File: src/rtl/game_countdown_ctrl_pkg.sv
// game_countdown_ctrl_pkg: shared timer state encodings and default frame rate
package game_countdown_ctrl_pkg;
  typedef enum logic [1:0] {
    TMR_IDLE   = 2'b00,
    TMR_RUN    = 2'b01,
    TMR_PAUSED = 2'b10,
    TMR_DONE   = 2'b11
  } tmr_state_t;
  localparam int DEF_TICK_HZ = 60;
endpackage

File: src/rtl/game_mmss_update.sv
// game_mmss_update: mm:ss plus add minus dec with single carry/borrow, no divider
module game_mmss_update
  import game_countdown_ctrl_pkg::*;
#(
  parameter int MIN_W = 4
) (
  input  logic [MIN_W-1:0] minutes,
  input  logic [5:0]       seconds,
  input  logic [5:0]       add,
  input  logic             dec,
  output logic [MIN_W-1:0] minutes_next,
  output logic [5:0]       seconds_next
);
  logic [7:0] s;
  always_comb begin
    s = {2'b00, seconds} + {2'b00, add} - {7'b0, dec};
    seconds_next = s[7] ? 6'd59 : s >= 8'd60 ? 6'(s - 8'd60) : s[5:0];
    minutes_next = s[7] ? minutes - MIN_W'(1) : s >= 8'd60 ? minutes + MIN_W'(1) : minutes;
  end
endmodule

File: src/rtl/game_countdown_ctrl.sv
// game_countdown_ctrl: frame-tick countdown with pause, bonus add, warn/blink and mm:ss
module game_countdown_ctrl
  import game_countdown_ctrl_pkg::*;
#(
  parameter int TICK_HZ   = DEF_TICK_HZ,
  parameter int START_SEC = 180,
  parameter int MAX_SEC   = 599,
  parameter int WARN_SEC  = 10,
  parameter int SEC_W     = 10,
  parameter int MIN_W     = 4
) (
  input  logic             clk,
  input  logic             reset_n,
  input  logic             timer_start,
  input  logic             timer_pause,
  input  logic             timer_tick,
  input  logic             bonus_valid,
  input  logic [5:0]       bonus_sec,
  output logic [1:0]       timer_state,
  output logic [SEC_W-1:0] sec_left,
  output logic [MIN_W-1:0] minutes,
  output logic [5:0]       seconds,
  output logic             timer_warn,
  output logic             timer_blink,
  output logic             timer_done,
  output logic             done_pulse,
  output logic             bonus_drop
);
  localparam int FW = $clog2(TICK_HZ + 1);
  localparam logic [FW-1:0] FRAME_TOP = FW'(TICK_HZ - 1);
  localparam logic [MIN_W-1:0] START_MIN = MIN_W'(START_SEC / 60);
  localparam logic [5:0] START_S = 6'(START_SEC % 60);
  localparam bit START_WARN = START_SEC <= WARN_SEC;
  localparam bit START_BLINK = START_WARN && (TICK_HZ - 1 >= TICK_HZ / 2);
  tmr_state_t state, state_nx;
  logic [FW-1:0] frame_cnt, frame_nx;
  logic run, live, step, dec, try_bonus, drop, warn_nx;
  logic [SEC_W:0] sum;
  logic [5:0] add, s_nx;
  logic [SEC_W-1:0] sec_nx;
  logic [MIN_W-1:0] min_nx;
  assign timer_state = state;
  always_comb begin
    run = state == TMR_RUN;
    live = run || state == TMR_PAUSED;
    step = run && !timer_pause && timer_tick;
    dec = step && frame_cnt == '0;
    frame_nx = step ? (dec ? FRAME_TOP : frame_cnt - FW'(1)) : frame_cnt;
    try_bonus = live && bonus_valid && bonus_sec != '0;
    sum = {1'b0, sec_left} + (SEC_W+1)'(bonus_sec) - (SEC_W+1)'(dec);
    drop = try_bonus && sum > (SEC_W+1)'(MAX_SEC);
    add = try_bonus && !drop ? bonus_sec : '0;
    sec_nx = sec_left + SEC_W'(add) - SEC_W'(dec);
    state_nx = run ? (timer_pause ? TMR_PAUSED : sec_nx == '0 ? TMR_DONE : TMR_RUN)
             : (state == TMR_PAUSED && !timer_pause) ? TMR_RUN : state;
    warn_nx = (state_nx == TMR_RUN || state_nx == TMR_PAUSED) && sec_nx <= SEC_W'(WARN_SEC);
  end
  game_mmss_update #(.MIN_W(MIN_W)) u_mmss (
    .minutes(minutes),
    .seconds(seconds),
    .add(add),
    .dec(dec),
    .minutes_next(min_nx),
    .seconds_next(s_nx)
  );
  always_ff @(posedge clk) begin
    if (!reset_n || timer_start) begin
      state <= reset_n ? TMR_RUN : TMR_IDLE;
      sec_left <= SEC_W'(START_SEC);
      minutes <= START_MIN;
      seconds <= START_S;
      frame_cnt <= FRAME_TOP;
      timer_warn <= reset_n && START_WARN;
      timer_blink <= reset_n && START_BLINK;
      timer_done <= 1'b0;
      done_pulse <= 1'b0;
      bonus_drop <= 1'b0;
    end else begin
      state <= state_nx;
      sec_left <= sec_nx;
      minutes <= min_nx;
      seconds <= s_nx;
      frame_cnt <= frame_nx;
      timer_warn <= warn_nx;
      timer_blink <= warn_nx && frame_nx >= FW'(TICK_HZ / 2);
      timer_done <= state_nx == TMR_DONE;
      done_pulse <= run && state_nx == TMR_DONE;
      bonus_drop <= drop;
    end
  end
endmodule

File: config.mk
export PLATFORM = sky130hd
export DESIGN_NAME = game_countdown_ctrl
export DESIGN_NICKNAME = d
export VERILOG_FILES = /design/src/rtl/game_countdown_ctrl_pkg.sv /design/src/rtl/game_mmss_update.sv /design/src/rtl/game_countdown_ctrl.sv
export SDC_FILE = /design/constraint.sdc
export NUM_CORES = 1
export LEC_CHECK = 0
export CORE_ASPECT_RATIO = 1.2
export CORE_MARGIN = 2
export CORE_UTILIZATION = 58
export CTS_CLUSTER_DIAMETER = 30
export DETAILED_ROUTE_END_ITERATION = 6
export PLACE_DENSITY = 0.82
export SYNTH_ARGS = -nofsm -noshare
export SYNTH_HDL_FRONTEND = slang
export SYNTH_HIERARCHICAL = 1
export SYNTH_SLANG_ARGS = --single-unit
File: constraint.sdc
create_clock -name clk -period 9.09 [get_ports clk]
set_input_delay 1.818 -clock clk [delete_from_list [all_inputs] [get_ports clk]]
set_output_delay 1.818 -clock clk [all_outputs]
set_load 0.02 [all_outputs]
== Word-level counts from Yosys, hierarchy flattened ==
Index checks and enable logic that the tools add are counted.

* Register bits: 33
* Input port bits: 12

* $add $sub $neg: 10
* $lt $le $gt $ge: 4
* Equal/unequal tests: 5
* Multiplexer cells: 13
* Reduce and logical (&&, ||, !) cells: 22

{| class="wikitable"
|+ Operator list
! operator !! number
|-
| 6-bit 2-to-1 mux || 5
|-
| 10-bit by 6-bit adder with 11-bit output || 1
|-
| 11-bit by 10-bit > comparator with 1-bit output (second input constant) || 1
|-
| 1-bit logical AND || 11
|-
| 11-bit by 1-bit subtractor with 11-bit output || 1
|-
| 10-bit by 6-bit adder with 10-bit output || 1
|-
| 10-bit by 4-bit <= comparator with 1-bit output (second input constant) || 1
|-
| 10-bit zero test || 1
|-
| 2-bit 2-to-1 mux || 5
|-
| 10-bit by 1-bit subtractor with 10-bit output || 1
|-
| 8-bit by 6-bit greater-or-equal comparator with 1-bit output (second input constant) || 1
|-
| 4-bit 2-to-1 mux || 2
|-
| 7-bit by 1-bit subtractor with 8-bit output || 1
|-
| 6-bit by 6-bit adder with 7-bit output || 1
|-
| 2-bit equality test (second input constant) || 3
|-
| 6-bit by 5-bit greater-or-equal comparator with 1-bit output (second input constant) || 1
|-
| 6-bit zero test || 1
|-
| 6-bit nonzero test || 1
|-
| 6-bit by 1-bit subtractor with 6-bit output (second input constant) || 1
|-
| 6-bit subtractor (second input constant) || 1
|-
| 4-bit by 1-bit adder with 4-bit output (second input constant) || 1
|-
| 2-bit by 1-bit equality test with 1-bit output (second input constant) || 2
|-
| 4-bit by 1-bit subtractor with 4-bit output (second input constant) || 1
|-
| 1-bit zero test || 3
|-
| other kinds (4) || 6
|}

== Longest topological paths before layout ==
* Depth after elaboration: 20
* Mapped depth: 29
* Mapped depth without buffers: 28

== Cells and area by module ==
Netlist, hierarchy kept.

{| class="wikitable"
|+ Modules (own cells, without submodules)
! module !! instances !! cells each !! area each (sq um) !! sequential area each (sq um)
|-
| game_countdown_ctrl || 1 || 315 || 2517.4 || 660.6
|-
| game_mmss_update || 1 || 122 || 902.1 || 0.0
|}

== Worst setup path before layout ==
OpenSTA, ideal clock, no wires.

* Kind: input port to flip-flop
* Start point: input port timer_pause
* End point: register timer_blink
* Data arrival time: 6.990 ns
* Data required time: 8.974 ns
* Setup slack: 1.984 ns
* Stages on the path: 27
* Cell sequence: nand3b_1 -> nor3_1 -> ha_1 -> inv_1 -> ha_1 -> fa_1 -> nand3_1 -> a21oi_1 -> or3_2 -> o311a_1 -> o31ai_2 -> buf_6 -> nand4_1 -> ha_1 -> inv_1 -> ha_1 -> fa_1 -> a21o_1 -> a221oi_1 -> a21oi_1 -> xnor2_1 -> nand4b_1 -> nand2_1 -> ha_1 -> nand2_1 -> a21oi_1 -> and4_1

* Word-level cells in the longest chain between the ends: 20

{| class="wikitable"
|+ Ends and longest elaborated chain
! what !! line !! source
|-
| start: declaration || game_countdown_ctrl.sv:15 || <nowiki>input logic timer_pause,</nowiki>
|-
| 1-bit zero test * || game_countdown_ctrl.sv:46 || <nowiki>step = run && !timer_pause && timer_tick;</nowiki>
|-
| 1-bit logical AND * (2 in series) || game_countdown_ctrl.sv:46 ||
|-
| 1-bit logical AND * || game_countdown_ctrl.sv:47 || <nowiki>dec = step && frame_cnt == '0;</nowiki>
|-
| net dec || game_countdown_ctrl.sv:37 || <nowiki>logic run, live, step, dec, try_bonus, drop, warn_nx;</nowiki>
|-
| 11-bit by 1-bit subtractor with 11-bit output || game_countdown_ctrl.sv:50 || <nowiki>sum = {1'b0, sec_left} + (SEC_W+1)'(bonus_sec) - (SEC_W+1)'(dec);</nowiki>
|-
| 11-bit by 10-bit > comparator with 1-bit output || game_countdown_ctrl.sv:51 || <nowiki>drop = try_bonus && sum > (SEC_W+1)'(MAX_SEC);</nowiki>
|-
| 1-bit logical AND || game_countdown_ctrl.sv:51 ||
|-
| 1-bit zero test || game_countdown_ctrl.sv:52 || <nowiki>add = try_bonus && !drop ? bonus_sec : '0;</nowiki>
|-
| [3 not listed] || - ||
|-
| 10-bit by 1-bit subtractor with 10-bit output * || game_countdown_ctrl.sv:53 || <nowiki>sec_nx = sec_left + SEC_W'(add) - SEC_W'(dec);</nowiki>
|-
| 10-bit zero test * || game_countdown_ctrl.sv:54 || <nowiki>state_nx = run ? (timer_pause ? TMR_PAUSED : sec_nx == '0 ? TMR_DONE : TMR_RUN)</nowiki>
|-
| 2-bit 2-to-1 mux * (3 in series) || game_countdown_ctrl.sv:54 ||
|-
| net state_nx[1] || game_countdown_ctrl.sv:35 || <nowiki>tmr_state_t state, state_nx;</nowiki>
|-
| 2-bit by 1-bit equality test with 1-bit output or 2-bit equality test (tied branches) || game_countdown_ctrl.sv:56 || <nowiki>warn_nx = (state_nx == TMR_RUN || state_nx == TMR_PAUSED) && sec_nx <= SEC_W'(WARN_SEC);</nowiki>
|-
| 1-bit logical OR * || game_countdown_ctrl.sv:56 ||
|-
| 1-bit logical AND * || game_countdown_ctrl.sv:56 ||
|-
| 1-bit logical AND * || game_countdown_ctrl.sv:85 || <nowiki>timer_blink <= warn_nx && frame_nx >= FW'(TICK_HZ / 2);</nowiki>
|-
| end signal: assignment || game_countdown_ctrl.sv:74 || <nowiki>timer_blink <= reset_n && START_BLINK;</nowiki>
|-
| end signal: assignment || game_countdown_ctrl.sv:85 ||
|-
| end: declaration || game_countdown_ctrl.sv:24 || <nowiki>output logic timer_blink,</nowiki>
|}

The timed path passes the listed nets; every way through them passes the cells marked *.
A chain may end at the register's enable or synchronous reset.

== Final worst setup path ==
Ends and elaborated chain as after synthesis.

==> results.toml <==
[flow_run]
maxCapViolCount = 0

[logic_synthesis]
synthCells = 437
syn_nets = 501
synth_edf_count = 0
ys_warn_count = 6
yosys.area_share.simple = 0.2232
muxShareOfSynthArea = 0.01464
synthAdderAreaFrac = 0.1969
ys_ff_latch = 33
synth_area_per_cell_sq_um = 7.825
netlist-cell-type-count = 71
synth-main-ff-cell = "dfxtp_1"
ys_async_sr_fraction = 0
synth-seq-area-share = 0.1932
syn_area_sq_um = 3420
synth_top_family_by_area = "simple AND/OR/NAND/NOR gates"
synthXorXnorAreaFrac = 0.05379
synth_compound_area_frac = 0.2155

[layout]
multi_input_area_sq_um = 2407
fin_nets = 538
syn2layout_area_growth_pct = 15.66
layout.cells.most_common_list = "78 x inv_1, 49 x ha_1, 38 x clkdlybuf4s50_1, 33 x dfxtp_1, 31 x nor2_1"
n_antenna_cell = 0
area.sequential_sq_um = 660.6
drive_gt1_frac = 0.05474
layout_commonest_cell = "inv_1"
fillers = 496

[setup_path]
path_buf_inv = 5
path_class = "input port to flop"
worst_path_max_delay_cell = "clkdlybuf4s50_1"
start_kind = "input port"
r2r_start = "frame_cnt[0]$_SDFF_PP1_"
reg2reg_depth = 30
setup.worst_path.end_class = "flop"
worstPathArrival_ns = 7.81
r2r_end = "timer_blink$_SDFF_PP0_"
path_delay_family = "adder cells"
rrSetupSlack_ns = 2.64
critPathRequiredTime_ns = 9.27
crit_top_cell = "ha_1"
worstPathMaxFanout = 13
max_stage_delay_ns = 0.48

[worst_hold_path]
holdPathEnd = "frame_cnt[1]$_SDFF_PP1_"
min_path_type = "flop to flop"
hold_depth = 2
hold_start = "frame_cnt[1]$_SDFF_PP1_"

[global_routing]
grt_max_degree = 24
grt_pass1_wl_um = 12910
grt.total_usage = 0.2523
antenna_found_initial = 0
overflow = 0
grt_pass1_vias = 2987

[timing]
fin_crit_ns = 7.628
clock_skew_ns = 0.006498
period_share = 0.8392
maxSlewHeadroom = 0.4853
fmax_mhz = 131.1
slew_violations = 0
finalSetupTns_ns = 0
rsz0062_at_grt = "false"
setup_violations = 0
hold_viol_final = 0
tightest_slew_ns = 0.7704

[clock_network]
clockRootBuffer = "clkbuf_8"
cts_setup_buffers = 0
clockBufferDepth = 2
cts.sinks = 33
cts-hold-fix-buffers = 0
clock_latency_ns = 0.29
cts_htree_levels = 2
cts_tree = "built"
cts_resized = 0
path_clk_slew_ns = 0.07
cts_buffers = 5

[placed_design]
gp_congestion = 0.9235
dp_hpwl_um = 6193
io_buffers = 38

[routing]
routedWlPerCell_um = 14.10
drt_iter0_markers = 224
drc_errors = 0
num_vias = 3180
dr.pass1.iters = 4
postRouteWirelength_um = 7827
vias_per_cell = 5.730
ant_nets = 0

[die]
die_y_um = 88.11
dieArea_sq_um = 6529
pin_count = 39
die_w_um = 74.10
coreArea_sq_um = 5668
initial_core_util = 0.6033
rows = 30

[run_status]
run_status = "complete, no violations"
==> kinds of logic after synthesis <==
group	after synthesis
buffers and inverters	90
multiplexers	5
AND/OR/NAND/NOR	138
AO/OA/AOI/OAI	98
adder cells (fa/ha/maj)	52
XOR/XNOR	21
flip-flops	33
==> registers in the layout (all words and copies together), names as in the netlist <==
signal / count
bonus_drop: 1
done_pulse: 1
frame_cnt: 6
minutes: 4
sec_left: 10
seconds: 6
timer_blink: 1
timer_done: 1
timer_state: 2
timer_warn: 1
==> stage by stage <==
| stage | util | setup slack (ns) | hold WS, ns | instances | cell area [sq um] |
|---|---|---|---|---|---|
| 4_1_cts | 0.6978 | 1.525 | 0.5571 | 555 | 3955 |
| 6_report | 0.6978 | 1.462 | 0.5539 | 555 | 3955 |
| 2_1_floorplan | - | 1.984 | 0.5006 | 437 | 3420 |
| 3_5_place_dp | 0.6830 | 1.217 | 0.5403 | 547 | 3871 |
| 5_1_grt | 0.6978 | 1.089 | 0.5892 | 555 | 3955 |
| 3_3_place_gp | 0.6830 | 1.441 | 0.5444 | 547 | 3871 |
==> worst reg2reg max path, delay by kind of cell (launching register included) <==
kind / cells / cell delay [ns]
adder cells (fa/ha/maj): 8 / 2.04
AO/OA/AOI/OAI: 7 / 1.24
XOR/XNOR: 1 / 0.24
buffers and inverters: 5 / 0.58
flip-flops: 1 / 0.32
AND/OR/NAND/NOR: 9 / 1.95
==> worst max path at each step <==
stage	startpoint	end	slack, ns	depth (start not counted)
2_1_floorplan	timer_pause	timer_blink$_SDFF_PP0_	1.98	27
3_3_place_gp	timer_pause	timer_blink$_SDFF_PP0_	1.44	29
3_5_place_dp	timer_pause	timer_blink$_SDFF_PP0_	1.22	29
4_1_cts	timer_pause	timer_blink$_SDFF_PP0_	1.52	29
5_1_grt	timer_pause	timer_blink$_SDFF_PP0_	1.09	29
6_report	timer_pause	timer_blink$_SDFF_PP0_	1.46	29
==> final cells by class <==
type	count	share of cell area
tap	80	0.02531
timing repair buffer	42	0.1038
inverter	78	0.07403
clock buffer	7	0.01930
clock inverter	1	0.001898
sequential	33	0.1670
multi-input combinational	314	0.6087
==> synth_stat cells (6+ instances only) <==
| cell | number | area share |
|---|---|---|
| inv_1 | 78 | 0.086 |
| ha_1 | 49 | 0.18 |
| dfxtp_1 | 33 | 0.19 |
| nor2_1 | 31 | 0.034 |
| nand2_1 | 26 | 0.029 |
| a21oi_1 | 24 | 0.035 |
| o21ai_0 | 15 | 0.022 |
| and2_1 | 12 | 0.022 |
| xnor2_1 | 12 | 0.031 |
| nand4_1 | 9 | 0.016 |
| xor2_1 | 9 | 0.023 |
| clkbuf_1 | 8 | 0.0088 |
| o21a_1 | 8 | 0.018 |
| and4_1 | 7 | 0.018 |
| nand2b_1 | 7 | 0.013 |
| nand3_1 | 7 | 0.010 |
| nor3_1 | 7 | 0.010 |
| a21o_1 | 6 | 0.013 |
==> metal layers <==
layer	up-vias	GRT usage	wire, um
li1	1602	-	-
met1	1467	0.3074	3463
met2	94	0.4367	3807
met3	17	0.04028	397
met4	0	0.1041	158
met5	-	0	0
Power is not shown: default switching activity piles up to over one toggle a cycle in this logic, so the estimate is an artifact.
